### config.mk
export PLATFORM = sky130hd
export DESIGN_NAME = regfile
export DESIGN_NICKNAME = d
export VERILOG_FILES = /design/src/rtl/regfile_pkg.sv /design/src/rtl/regfile_scoreboard.sv /design/src/rtl/regfile.sv
export SDC_FILE = /design/constraint.sdc
export NUM_CORES = 2
export LEC_CHECK = 0
export BUFFER_PORTS_ARGS = -buffer_cell sky130_fd_sc_hd__buf_2
export CAP_MARGIN = 20
export CORE_MARGIN = 2
export CORE_UTILIZATION = 50
export DETAILED_ROUTE_END_ITERATION = 7
export PLACE_DENSITY = 0.65
export SLEW_MARGIN = 40
export SYNTH_ARGS = -nofsm -noshare
export SYNTH_HDL_FRONTEND = slang
export SYNTH_HIERARCHICAL = 1
export SYNTH_SLANG_ARGS = --single-unit
### constraint.sdc
create_clock -name clk -period 2.6 [get_ports clk]
set_input_delay 0.52 -clock clk [delete_from_list [all_inputs] [get_ports clk]]
set_output_delay 0.52 -clock clk [all_outputs]
set_load 0.05 [all_outputs]
### src/rtl/regfile_pkg.sv
// +----------------------------------------------------------------------------+
// | regfile_pkg : shared widths, bus types and the zero-register index          |
// | Rev 1.0                                                                     |
// +----------------------------------------------------------------------------+
`default_nettype none

package regfile_pkg;

    localparam int c_REG_BUS_WIDTH  = 32;
    localparam int c_REG_ADDR_WIDTH = 5;
    localparam int c_PEND_WIDTH     = 2;
    localparam int c_ZERO_REG       = 0;

    typedef logic [c_REG_BUS_WIDTH-1:0]  RegBus;
    typedef logic [c_REG_ADDR_WIDTH-1:0] RegAddressBus;
    typedef logic [c_PEND_WIDTH-1:0]     PendBus;

endpackage

`default_nettype wire

### src/rtl/regfile_scoreboard.sv
// +----------------------------------------------------------------------------+
// | regfile_scoreboard : per-register in-flight write counters, issue back-     |
// | pressure and read-port busy. REGFILE_BYPASS_EN discounts a same-cycle write.|
// | Rev 1.0                                                                     |
// +----------------------------------------------------------------------------+
`default_nettype none

module regfile_scoreboard
    import regfile_pkg::*;
#(
    parameter int ADDR_WIDTH = c_REG_ADDR_WIDTH,
    parameter int PEND_WIDTH = c_PEND_WIDTH
) (
    input  logic                  clk,
    input  logic                  reset,
    input  logic                  issue,
    input  logic [ADDR_WIDTH-1:0] issue_address,
    output logic                  issue_ready,
    input  logic                  write,
    input  logic [ADDR_WIDTH-1:0] write_address,
    input  logic                  flush,
    input  logic                  read1,
    input  logic [ADDR_WIDTH-1:0] read1_address,
    input  logic                  read2,
    input  logic [ADDR_WIDTH-1:0] read2_address,
    output logic                  stall
);

    localparam int c_DEPTH = 1 << ADDR_WIDTH;
    localparam logic [PEND_WIDTH-1:0] c_PEND_MAX = '1;

    logic [PEND_WIDTH-1:0] r_pend [c_DEPTH];
    logic                  w_issue_fire;
    logic                  w_busy1;
    logic                  w_busy2;

    assign issue_ready  = !((issue_address != '0) && (r_pend[issue_address] == c_PEND_MAX));
    assign w_issue_fire = issue && issue_ready;

    // Entry 0 is only ever written by reset, so x0 can never look busy.
    always_ff @(posedge clk or negedge reset) begin
        if (!reset) begin
            for (int i = 0; i < c_DEPTH; i++) begin
                r_pend[i] <= '0;
            end
        end else begin
            for (int i = c_ZERO_REG + 1; i < c_DEPTH; i++) begin
                if (flush) begin
                    r_pend[i] <= '0;
                end else if (w_issue_fire && (issue_address == ADDR_WIDTH'(i))
                             && !(write && (write_address == ADDR_WIDTH'(i)))) begin
                    r_pend[i] <= r_pend[i] + 1'b1;
                end else if (write && (write_address == ADDR_WIDTH'(i))
                             && !(w_issue_fire && (issue_address == ADDR_WIDTH'(i)))
                             && (r_pend[i] != '0)) begin
                    r_pend[i] <= r_pend[i] - 1'b1;
                end
            end
        end
    end

`ifdef REGFILE_BYPASS_EN
    // A write landing this cycle retires one outstanding count early.
    assign w_busy1 = (read1_address != '0) &&
                     (r_pend[read1_address] > PEND_WIDTH'(write && (write_address == read1_address)));
    assign w_busy2 = (read2_address != '0) &&
                     (r_pend[read2_address] > PEND_WIDTH'(write && (write_address == read2_address)));
`else
    assign w_busy1 = (read1_address != '0) && (r_pend[read1_address] != '0);
    assign w_busy2 = (read2_address != '0) && (r_pend[read2_address] != '0);
`endif

    assign stall = (read1 && w_busy1) || (read2 && w_busy2);

endmodule

`default_nettype wire

### src/rtl/regfile.sv
// +----------------------------------------------------------------------------+
// | regfile : 2R/1W integer register file, x0 hardwired to zero, with in-flight |
// | write scoreboard. REGFILE_BYPASS_EN enables write-to-read forwarding.       |
// | Rev 1.0                                                                     |
// +----------------------------------------------------------------------------+
`default_nettype none

module regfile
    import regfile_pkg::*;
#(
    parameter int DATA_WIDTH = c_REG_BUS_WIDTH,
    parameter int ADDR_WIDTH = c_REG_ADDR_WIDTH,
    parameter int PEND_WIDTH = c_PEND_WIDTH
) (
    input  logic                  clk,
    input  logic                  reset,
    input  logic                  read1,
    input  logic [ADDR_WIDTH-1:0] read1_address,
    output logic [DATA_WIDTH-1:0] read1_data,
    input  logic                  read2,
    input  logic [ADDR_WIDTH-1:0] read2_address,
    output logic [DATA_WIDTH-1:0] read2_data,
    input  logic                  write,
    input  logic [ADDR_WIDTH-1:0] write_address,
    input  logic [DATA_WIDTH-1:0] write_data,
    input  logic                  issue,
    input  logic [ADDR_WIDTH-1:0] issue_address,
    output logic                  issue_ready,
    input  logic                  flush,
    output logic                  stall
);

    localparam int c_DEPTH = 1 << ADDR_WIDTH;

    logic [DATA_WIDTH-1:0] r_regs [c_DEPTH];

    always_ff @(posedge clk or negedge reset) begin
        if (!reset) begin
            for (int i = 0; i < c_DEPTH; i++) begin
                r_regs[i] <= '0;
            end
        end else if (write && (write_address != '0)) begin
            r_regs[write_address] <= write_data;
        end
    end

    always_comb begin
        read1_data = '0;
        read2_data = '0;
        if (read1 && (read1_address != '0)) begin
            read1_data = r_regs[read1_address];
        end
        if (read2 && (read2_address != '0)) begin
            read2_data = r_regs[read2_address];
        end
`ifdef REGFILE_BYPASS_EN
        if (read1 && write && (write_address != '0) && (read1_address == write_address)) begin
            read1_data = write_data;
        end
        if (read2 && write && (write_address != '0) && (read2_address == write_address)) begin
            read2_data = write_data;
        end
`endif
    end

    regfile_scoreboard #(
        .ADDR_WIDTH (ADDR_WIDTH),
        .PEND_WIDTH (PEND_WIDTH)
    ) u_scoreboard (
        .clk           (clk),
        .reset         (reset),
        .issue         (issue),
        .issue_address (issue_address),
        .issue_ready   (issue_ready),
        .write         (write),
        .write_address (write_address),
        .flush         (flush),
        .read1         (read1),
        .read1_address (read1_address),
        .read2         (read2),
        .read2_address (read2_address),
        .stall         (stall)
    );

endmodule

`default_nettype wire

==> run summary <==
Primary FF master, synth = dfrtp_1
TritonRoute pass-1 iters = 6
Slew @ Worst Pin = 0.716 ns
Placed cell count = 6348
Crit-path max FO = 2
Worst Setup Start Kind = flop
Mapped cell area = 0.0605 mm²
VDD IR-drop max = 0.631 mV
Share of cells above drive strength 1 = 0.513
Area of the die = 0.124 mm²
RD Place Congestion = 0.892
Maximum number of pins on one net before global-route repair = 89
Max frequency = 318 MHz
Num Clock Sinks = 1086
Hold Vio Cnt, Final = 0
LEAKAGE = 33.0 nW
Failing checks = negative setup slack
Critical Path End Type = output port
Synth Register Bits = 1086
Post-Route WL = 211 mm
Most frequent cells in the layout = dfrtp_1 (1085), mux2_2 (984), mux2i_1 (522), buf_4 (484), mux4_2 (276)
Std-Cell Rows = 127
Asr flop ratio synth = 1.00
Clock Latency Late Sink = 0.70 ns
Rel. slew slack = 0.519
CP arrival = 2.62 ns
CP Class = reg2out
Num CTS Buffers = 119
Clock Skews = 0.0239 ns
Vias = 44400
EDFF count, synth = 0
Initial antenna violation count = 16
Non-Filler Instances = 6680
Global route overflow = 0
Max-cap viol count = 0
Avg Inst Size Synth = 13.3 µm²
Synth unique cells = 69
WL/cell = 31.6 µm
Hold Crit Class = in2reg
Nets = 5019
RSZ-0062 raised after global routing = true
Fin crit share = 1.21
Buffers on Ports = 124
Clk slew on worst S/H paths = 0.06 ns
CTS root buf = clkbuf_16
Max Slew Vio Count = 0
DRC = 0
First-pass GRT wire length = 307 mm
Register area share after synthesis = 0.449
Setup violators final = 66
Leading cell type in the layout, fill and taps excluded = dfrtp_1
Bufs on Longest Clock Path = 3
YS warnings = 10
Critical Path RT = 2.08 ns
Status = finished with violations
Core box area = 0.120 mm²
Vias per std cell = 6.65
# H-tree levels = 3
Net Count, Synth = 4595
Mapped Cells = 4536
Tot GR Track Use = 0.340
CTS tree = built
DP Wirelength = 137 mm
Antenna Violating Nets Remaining = 0
Die span in x = 352 µm
Pwr Density = 695 mW/mm²
Setup_tns = -26.70 ns
Number of global-route vias before repair = 45200
Die H = 352 µm
Total power = 52.1 mW
Ports = 125
P&R area growth vs syn = 23.7%
Tmin final = 3.14 ns
Worst setup margin = -0.542 ns
Initial Utilization = 0.504
Iter 0 DRT Violations = 4521
==> timing repair <==
action	in CTS	in global routing
buffers inserted	73	35
pin swaps	53	62
setup endpoints to repair	66	77
hold buffers	1	0
cloned	2	2
gates resized for setup	269	89
endpoints found under the hold margin	24	0
==> worst paths after layout <==
check                                   startpoint                 endpoint  slack (ns)  cells past startpoint
max                        u_scoreboard/r_pend[20]                    stall       -0.54                      6
min                                          flush  u_scoreboard/r_pend[50]        0.14                      2
max reg2reg                u_scoreboard/r_pend[17]   u_scoreboard/r_pend[0]        0.09                     11
min reg2reg                           r_regs[1000]             r_regs[1000]        0.40                      0
max in group asynchronous                    reset              r_regs[315]        1.21                      4
min in group asynchronous                    reset              r_regs[562]        0.34                      2
==> area by class of cell <==
class	count	area, µm²
clock inverter	48	569
clock buffer	168	3460
multi-input combinational	2950	33000
antenna	13	32.5
tap	1612	2020
inverter	8	30.0
timing repair buffer	795	8600
sequential	1086	27200
fill	9130	45100
==> cell families (layout without fill, tap and decap cells) <==
kind of cell | Yosys count | after routing | share of synthesized area
AO/OA/AOI/OAI | 580 | 580 | 0.0757
buffers and inverters | 500 | 1019 | 0.0409
flip-flops | 1086 | 1086 | 0.449
multiplexers | 1862 | 1862 | 0.393
other | 0 | 13 | 0
AND/OR/NAND/NOR | 508 | 508 | 0.0412
==> critical path, stage by stage, from the launching register on <==
cell and delay, ns:
dfrtp_1 0.36, nor2_2 0.08, mux4_2 0.52, mux4_2 0.49, a21oi_2 0.15, a22o_4 0.17
buf_8 0.14
==> Yosys cell counts, types with 5 or more instances <==
master	instances	area, µm²
dfrtp_1	1086	27200
mux2_2	1047	11800
mux2i_1	522	5230
clkbuf_1	262	983
mux4_2	187	4210
nand2_1	179	672
buf_2	132	661
o221ai_1	128	1120
a21oi_1	122	611
mux4_1	90	2360
nor2_1	87	327
a211oi_1	82	616
nand4_1	75	469
buf_4	70	526
a22oi_1	68	510
a221oi_2	42	631
nor3_1	36	180
a221oi_1	31	272
nor2b_1	25	156
nand3_1	23	115
buf_6	22	248
nand2b_1	22	138
o21ai_0	21	105
mux2_1	16	180
and2_1	15	93.8
o21a_1	13	97.6
a311oi_1	12	105
o211ai_1	9	67.6
or2_2	9	56.3
a31oi_1	8	50.1
inv_1	8	30.0
or3_1	7	43.8
a21o_1	5	37.5
a2bb2oi_1	5	43.8
==> power by group <==
part | internal, mW | switching (mW) | total (mW)
Sequential | 19.9 | 2.32 | 22.3
Clock | 10.2 | 7.40 | 17.6
Combinational | 6.71 | 5.52 | 12.2
Total | 36.8 | 15.2 | 52.1
==> registers in the layout, indices dropped and copies added (netlist names) <==
register and flops:
r_regs 1024, u_scoreboard/r_pend 62
==> stage by stage <==
stage / hold WS [ns] / area [µm²] / util / worst slack [ns]
CTS: 0.0994 / 74200 / 0.619 / -0.568
finish: 0.144 / 74900 / 0.624 / -0.542
floorplan: 0.224 / 62000 / - / -0.101
global route: 0.183 / 74800 / 0.624 / -0.591
global placement: 0.377 / 68900 / 0.574 / -0.751
detailed placement: 0.387 / 68900 / 0.574 / -0.679
==> metal layers <==
layer  GRT usage  up-vias  wire (µm)
met4       0.184        8      12200
li1            -    18200          -
met1       0.450    23500      84700
met3      0.0637      556      16700
met2       0.533     2148      97600
met5           0        -         42
(Power assumes the default switching activity.)
